## config.mk

```make
export PLATFORM = sky130hd
export DESIGN_NAME = mx_bc_stream
export DESIGN_NICKNAME = d
export VERILOG_FILES = /design/src/rtl/alu_core_pkg.sv /design/src/rtl/mx_bc_convert.sv /design/src/rtl/mx_bc_stream.sv
export SDC_FILE = /design/constraint.sdc
export NUM_CORES = 1
export LEC_CHECK = 0
export CORE_MARGIN = 3
export CORE_UTILIZATION = 47
export CTS_CLUSTER_SIZE = 40
export DETAILED_ROUTE_END_ITERATION = 8
export PLACE_DENSITY = 0.87
export SYNTH_ARGS = -nofsm -noshare
export SYNTH_HDL_FRONTEND = slang
export SYNTH_HIERARCHICAL = 1
export SYNTH_SLANG_ARGS = --single-unit
```

## constraint.sdc

```tcl
create_clock -name clk -period 5.2 [get_ports clk]
set_input_delay 1.04 -clock clk [delete_from_list [all_inputs] [get_ports clk]]
set_output_delay 1.04 -clock clk [all_outputs]
set_load 0.005 [all_outputs]
```

## src/rtl/alu_core_pkg.sv

```systemverilog
// Shared ALU core types, MX format constants and the scalar rounding helpers
// used by the MX broadcast engines.
package alu_core_pkg;

  localparam int SCALING_BLOCK_SIZE  = 32;
  localparam int LARGEST_FLOAT_WIDTH = 32;
  localparam int MX_SCALE_DATA_BITS  = 8;
  localparam int MXINT8_ELEMENT_BITS = 8;
  localparam int MX_BC_DEFAULT_LANES = 8;

  typedef enum logic [1:0] {
    FLOAT32  = 2'd0,
    BFLOAT16 = 2'd1,
    FLOAT16  = 2'd2,
    INT8     = 2'd3
  } t_scalar_datatype;

  typedef enum logic {
    IDLE   = 1'b0,
    STREAM = 1'b1
  } t_mx_bc_state;

  // FP32 -> BF16 with round-to-nearest-even; NaNs come out as a quiet NaN.
  function automatic logic [15:0] fp32_RNE_bf16(input logic [31:0] f);
    logic [15:0] hi;
    logic        roundUp;
    hi      = f[31:16];
    roundUp = f[15] & ((|f[14:0]) | hi[0]);
    if (f[30:23] == 8'hFF && f[22:0] != 23'd0) return {f[31], 8'hFF, 7'h40};
    return hi + {15'd0, roundUp};
  endfunction

  // BF16 -> {E8M0 scale, int8 element}; the element is 1.m in 1.6 fixed point,
  // rounded to nearest even and saturated at 127. Zero/denormals give 0,
  // Inf/NaN give the NaN scale with a zero element.
  function automatic logic [15:0] bf16_RNE_int8(input logic [15:0] b);
    logic [7:0] sig;
    logic [7:0] mag;
    logic [7:0] elem;
    sig  = {1'b1, b[6:0]};
    mag  = {1'b0, sig[7:1]} + {7'd0, sig[0] & sig[1]};
    if (mag[7]) mag = 8'd127;
    elem = b[15] ? -mag : mag;
    if (b[14:7] == 8'h00) return 16'h0000;
    if (b[14:7] == 8'hFF) return 16'hFF00;
    return {b[14:7], elem};
  endfunction

endpackage

```

## src/rtl/mx_bc_convert.sv

```systemverilog
// Combinational scalar-to-MXINT8 conversion: datatype mux, rounding and the
// unsupported-datatype flag. Shared by the broadcast engine variants.
module mx_bc_convert
  import alu_core_pkg::*;
(
  input  t_scalar_datatype                 i_datatype,
  input  logic [LARGEST_FLOAT_WIDTH-1:0]   i_scalar,
  output logic [MX_SCALE_DATA_BITS-1:0]    o_scale,
  output logic [MXINT8_ELEMENT_BITS-1:0]   o_element,
  output logic                             o_err
);

  logic [15:0] w_result;

  always_comb begin
    w_result = 16'h0000;
    o_err    = 1'b0;
    case (i_datatype)
      BFLOAT16: w_result = bf16_RNE_int8(i_scalar[15:0]);
      FLOAT32:  w_result = bf16_RNE_int8(fp32_RNE_bf16(i_scalar));
      default:  o_err    = 1'b1;
    endcase
  end

  assign o_scale   = w_result[15 -: MX_SCALE_DATA_BITS];
  assign o_element = w_result[MXINT8_ELEMENT_BITS-1:0];

endmodule

```

## src/rtl/mx_bc_stream.sv

```systemverilog
// Scalar-to-MXINT8 broadcast engine: converts one scalar and streams a K-element
// block as K/LANES beats. Optional MX_BC_STREAM_REPEAT_EN repeats each block.
module mx_bc_stream
  import alu_core_pkg::*;
#(
  parameter  int K     = SCALING_BLOCK_SIZE,
  parameter  int LANES = MX_BC_DEFAULT_LANES,
  localparam int BEATS = K / LANES,
  localparam int BW    = (BEATS > 1) ? $clog2(BEATS) : 1
) (
  input  logic                                 clk,
  input  logic                                 rst_n,
  input  logic                                 flush,
  input  logic                                 in_valid,
  output logic                                 in_ready,
  input  t_scalar_datatype                     in_datatype,
  input  logic [LARGEST_FLOAT_WIDTH-1:0]       in_scalar,
  output logic                                 out_valid,
  input  logic                                 out_ready,
  output logic [MX_SCALE_DATA_BITS-1:0]        out_scale,
  output logic [LANES*MXINT8_ELEMENT_BITS-1:0] out_data,
  output logic [BW-1:0]                        out_beat,
  output logic                                 out_first,
  output logic                                 out_last,
  output logic                                 out_err
`ifdef MX_BC_STREAM_REPEAT_EN
  ,
  input  logic [7:0]                           in_repeat,
  output logic                                 out_block_last
`endif
);

  localparam logic [BW-1:0] LAST_BEAT = BW'(BEATS - 1);

  if ((K % LANES) != 0) begin : g_cfgCheck
    $error("mx_bc_stream: K must be a multiple of LANES");
  end

  t_mx_bc_state                   r_state;
  t_mx_bc_state                   w_nextState;
  logic [BW-1:0]                  r_beat;
  logic [MX_SCALE_DATA_BITS-1:0]  r_scale;
  logic [MXINT8_ELEMENT_BITS-1:0] r_elem;
  logic                           r_err;
  logic [MX_SCALE_DATA_BITS-1:0]  w_scale;
  logic [MXINT8_ELEMENT_BITS-1:0] w_elem;
  logic                           w_err;
  logic                           w_accept;
  logic                           w_beatDone;
  logic                           w_blockDone;

  mx_bc_convert u_convert (
    .i_datatype (in_datatype),
    .i_scalar   (in_scalar),
    .o_scale    (w_scale),
    .o_element  (w_elem),
    .o_err      (w_err)
  );

  assign out_valid  = (r_state == STREAM);
  assign out_scale  = r_scale;
  assign out_data   = {LANES{r_elem}};
  assign out_beat   = r_beat;
  assign out_err    = r_err;
  assign out_first  = (r_beat == '0);
  assign out_last   = (r_beat == LAST_BEAT);
  assign w_beatDone = out_valid & out_ready;
  assign w_accept   = in_valid & in_ready;

`ifdef MX_BC_STREAM_REPEAT_EN
  logic [8:0] r_repCnt;
  assign out_block_last = out_last & (r_repCnt == 9'd0);
  assign w_blockDone    = w_beatDone & out_block_last;
`else
  assign w_blockDone    = w_beatDone & out_last;
`endif

  always_ff @(posedge clk or negedge rst_n) begin
    if (!rst_n) r_state <= IDLE;
    else        r_state <= w_nextState;
  end

  // A new scalar taken on the final beat keeps us in STREAM with no bubble.
  always_comb begin
    w_nextState = r_state;
    if (flush) begin
      w_nextState = IDLE;
    end else begin
      case (r_state)
        IDLE:    if (w_accept) w_nextState = STREAM;
        STREAM:  if (w_blockDone && !w_accept) w_nextState = IDLE;
        default: w_nextState = IDLE;
      endcase
    end
  end

  // in_ready is combinational from out_ready on the final beat.
  always_comb begin
    in_ready = 1'b0;
    case (r_state)
      IDLE:    in_ready = !flush;
      STREAM:  in_ready = w_blockDone & !flush;
      default: in_ready = 1'b0;
    endcase
  end

  always_ff @(posedge clk or negedge rst_n) begin
    if (!rst_n) begin
      r_beat   <= '0;
      r_scale  <= '0;
      r_elem   <= '0;
      r_err    <= 1'b0;
`ifdef MX_BC_STREAM_REPEAT_EN
      r_repCnt <= 9'd0;
`endif
    end else if (flush) begin
      r_beat <= '0;
    end else if (w_accept) begin
      r_beat   <= '0;
      r_scale  <= w_scale;
      r_elem   <= w_elem;
      r_err    <= w_err;
`ifdef MX_BC_STREAM_REPEAT_EN
      r_repCnt <= {1'b0, in_repeat};
`endif
    end else if (w_beatDone) begin
      if (out_last) begin
        r_beat <= '0;
`ifdef MX_BC_STREAM_REPEAT_EN
        if (r_repCnt != 9'd0) r_repCnt <= r_repCnt - 9'd1;
`endif
      end else begin
        r_beat <= r_beat + 1'b1;
      end
    end
  end

endmodule
```

==> impl_metrics.csv <==
group,metric,value,unit
critical_path,r2r_cells,4,
cts,hold_buffers,0,
cts,numCtsBuffers,3,
cts,clk_latency,250,ps
critical_path,cp_max_fo,13,
logic_synthesis,synth_edf_count,0,
global_route,busiest_layer,"met2",
placement,port_buffers,117,
timing,period_needed,4300,ps
critical_path,reg2reg_to,"r_elem[1]",
logic_synthesis,synthTopCellsByCount,"buf_4 (56), nor2_1 (34), a21oi_1 (30)",
timing,fin_hold_ws,512,ps
timing,setup_viol,0,
critical_path,crit_family,"simple AND/OR/NAND/NOR gates",
critical_path,slowest_stage,"clkdlybuf4s50_1",
worst_hold_path,worstHoldStart,"out_scale[6]",
logic_synthesis,yosysSeqAreaShare,17.8,%
floorplan,chipHeight,83.3,um
placement,place_congestion,0.884,
floorplan,die-area,6930,um^2
finish,area_delta_synth_final,29.0,%
detailed_routing,viasPerCell,5.55,
critical_path,critPathLaunchType,"primary input",
cts,clk_pin_slew,70,ps
logic_synthesis,postSynthCellCount,367,
power_and_ir_drop,power.density,217,nW/um^2
logic_synthesis,yosysWarnings,6,
timing,clock-skew-final,3.32,ps
worst_hold_path,hold_depth,1,
logic_synthesis,yosysTopAreaCell,"dfrtp_1",
cts,ctsHtreeMaxLevel,1,
worst_hold_path,hold_end,"out_scale[6]",
floorplan,start_util,49.7,%
logic_synthesis,synth_seq_cells,20,
job,maxCapViolCount,0,
detailed_routing,wl_per_cell,14.6,um
logic_synthesis,synth_top_cell_area_share,17.8,%
placement,dp_hpwl,5.69,mm
critical_path,cp-end-kind,"flip-flop",
cts,ctsResizeCount,0,
floorplan,rows,27,
cts,cts_setup_buffers,0,
timing,final.setup.tns,0,ps
global_route,grt_usage,19.2,%
cts,cts_tree,"yes",
detailed_routing,drc,0,
finish,final_util,64.2,%
critical_path,cp_common_cell,"ha_1",
critical_path,worst-setup-path-type,"in -> reg",
logic_synthesis,synth_area,2810,um^2
power_and_ir_drop,power.leakage,0.00134,uW
power_and_ir_drop,irDropWorstVdd,0.000165,V
floorplan,coreArea,5640,um^2
finish,fillers,476,
critical_path,r2r_setup_slack,3230,ps
timing,worst_pin_slew,850,ps
cts,cts_root_buf,"clkbuf_8",
critical_path,cp.arrival,4440,ps
logic_synthesis,synth.avg_cell_area,7.65,um^2
detailed_routing,antenna_left,0,
floorplan,top_level_ports,118,
detailed_routing,drt-initial-drc-count,151,
global_route,gr-usage-met3,3.37,%
finish,antenna_cells,0,
outcome,status,"finished, final reports clean",
logic_synthesis,synthFlopType,"dfrtp_1",
global_route,use_met1,24.8,%
critical_path,critical_path_buf_inv_count,1,
global_route,grt_use_met2,33.5,%
critical_path,crit_path_cell_trace,"clkdlybuf4s50_1 -> and2_1 -> ha_1 -> nand2b_1 -> or3_1 -> a31o_1 -> a311o_1 -> ha_1 -> nand3b_1 -> o211ai_1 -> xor2_1 -> o22ai_1 -> mux2_2",
timing,fmax,233,MHz
logic_synthesis,yosysMostFrequentCell,"buf_4",
global_route,grt_pass1_wl,11.4,mm
timing,slew_viol_final,0,
finish,final_nets,458,
global_route,overflow,0,
cts,cts_buffer_depth,2,
cts,cts_sinks,20,
detailed_routing,firstDrtPassIters,5,
finish,drive_gt1_share,8.03,%
logic_synthesis,async_reset_ff_share,100,%
timing,rsz0062_at_grt,"false",
floorplan,die_width,83.3,um
global_route,grt_antenna_before_repair,0,
global_route,grt_pass1_vias,2415,
timing,relSlewSlack,43.1,%
logic_synthesis,synthTopCellsByArea,"dfrtp_1 (18%), buf_4 (15%), mux2_2 (6.8%), a21oi_1 (5.3%), xnor2_1 (4.7%)",
power_and_ir_drop,p_total,785,uW
timing,fin_crit_sh,82.7,%
worst_hold_path,hold_path_class,"reg -> reg",
detailed_routing,routed_wl,7.05,mm
critical_path,cp_slowest_stage_delay,600,ps
logic_synthesis,synth.net_count,413,
critical_path,reg2reg_from,"out_beat[1]",
global_route,grt_max_degree,21,
logic_synthesis,synth_cell_types,52,
detailed_routing,num_vias,2679,
timing,hold_viol,0,
critical_path,worst_ep_required_time,5340,ps
-- cells in the final DEF, fill, tap and decap left out, types with 2 or more instances in the layout --
cell type          n
a21boi_0           2
o21a_1             2
nor2_1            34
nor4_1             7
clkdlybuf4s50_1  117
a21oi_1           30
o21ai_0            4
nand4_1           10
ha_1               7
and3_1             6
a31o_1             2
nor4b_1            2
inv_1              9
dfrtp_1           20
nor3_1            10
buf_4              2
and2_1             6
xnor2_1           15
mux2_2            17
mux2i_1            3
nand3_1           14
o31ai_1            4
nand3b_1           4
nand2_1           24
or3_1              4
o211ai_1           2
a31oi_1            7
o22ai_1            8
clkbuf_8           3
nand2b_1           4
xor2_1            13
-- cell families after synthesis --
group / Yosys count / share of synthesized area [%]
mux: 20 / 7.89
compound gates: 73 / 17.8
simple gates: 131 / 24.4
fa+ha+maj: 7 / 3.12
xor+xnor: 28 / 8.74
buf+inv: 88 / 20.2
flops: 20 / 17.8
-- final cells by class --
| type | count | area (um^2) | area share, % |
|---|---|---|---|
| tap | 72 | 90.1 | 2.49 |
| timing repair buffer | 119 | 1190 | 32.8 |
| multi-input combinational | 259 | 1740 | 48.0 |
| inverter | 9 | 33.8 | 0.933 |
| clock inverter | 1 | 30.0 | 0.829 |
| sequential | 20 | 500 | 13.8 |
| clock buffer | 3 | 41.3 | 1.14 |
-- per-stage QoR --
| stage | setup WS (ps) | std cells | area [um^2] |
|---|---|---|---|
| after detailed placement | 665 | 479 | 3550 |
| after CTS | 925 | 483 | 3620 |
| after global placement | 686 | 479 | 3550 |
| after global routing | 666 | 483 | 3620 |
| after floorplan | 1410 | 367 | 2810 |
| final | 899 | 483 | 3620 |
-- sequential cells by signal, indices dropped and copies added, names as in the netlist --
signal     flops
out_valid      1
out_scale      8
r_elem         8
out_beat       2
out_err        1
-- worst max-delay path by stage --
stage	slack [ps]	cells past startpoint	endpoint	start
after floorplan	1410	14	r_elem[4]	in_scalar[15]
after global placement	690	13	r_elem[4]	in_scalar[15]
after detailed placement	670	13	r_elem[4]	in_scalar[15]
after CTS	920	13	r_elem[4]	in_scalar[15]
after global routing	670	12	r_elem[1]	in_scalar[15]
final	900	13	r_elem[4]	in_scalar[15]
-- metal layers --
layer / up-vias / wire, um
met1: 1219 / 3090
met2: 114 / 3460
li1: 1338 / -
met4: 0 / 61
met5: - / 0
met3: 8 / 450
-- power by group --
| group | internal [uW] | total (uW) | switching, uW |
|---|---|---|---|
| Combinational | 269 | 421 | 152 |
| Clock | 103 | 151 | 48.6 |
| Sequential | 179 | 213 | 33.7 |
-- worst reg2reg max path, delay by kind of cell (launching register included) --
family                   cells  cell delay [ps]
AND/OR/NAND/NOR              1              670
multiplexers                 1              420
flip-flops                   1              410
adder cells (fa/ha/maj)      1              260
AO/OA/AOI/OAI                1              100
(Power assumes the default switching activity.)
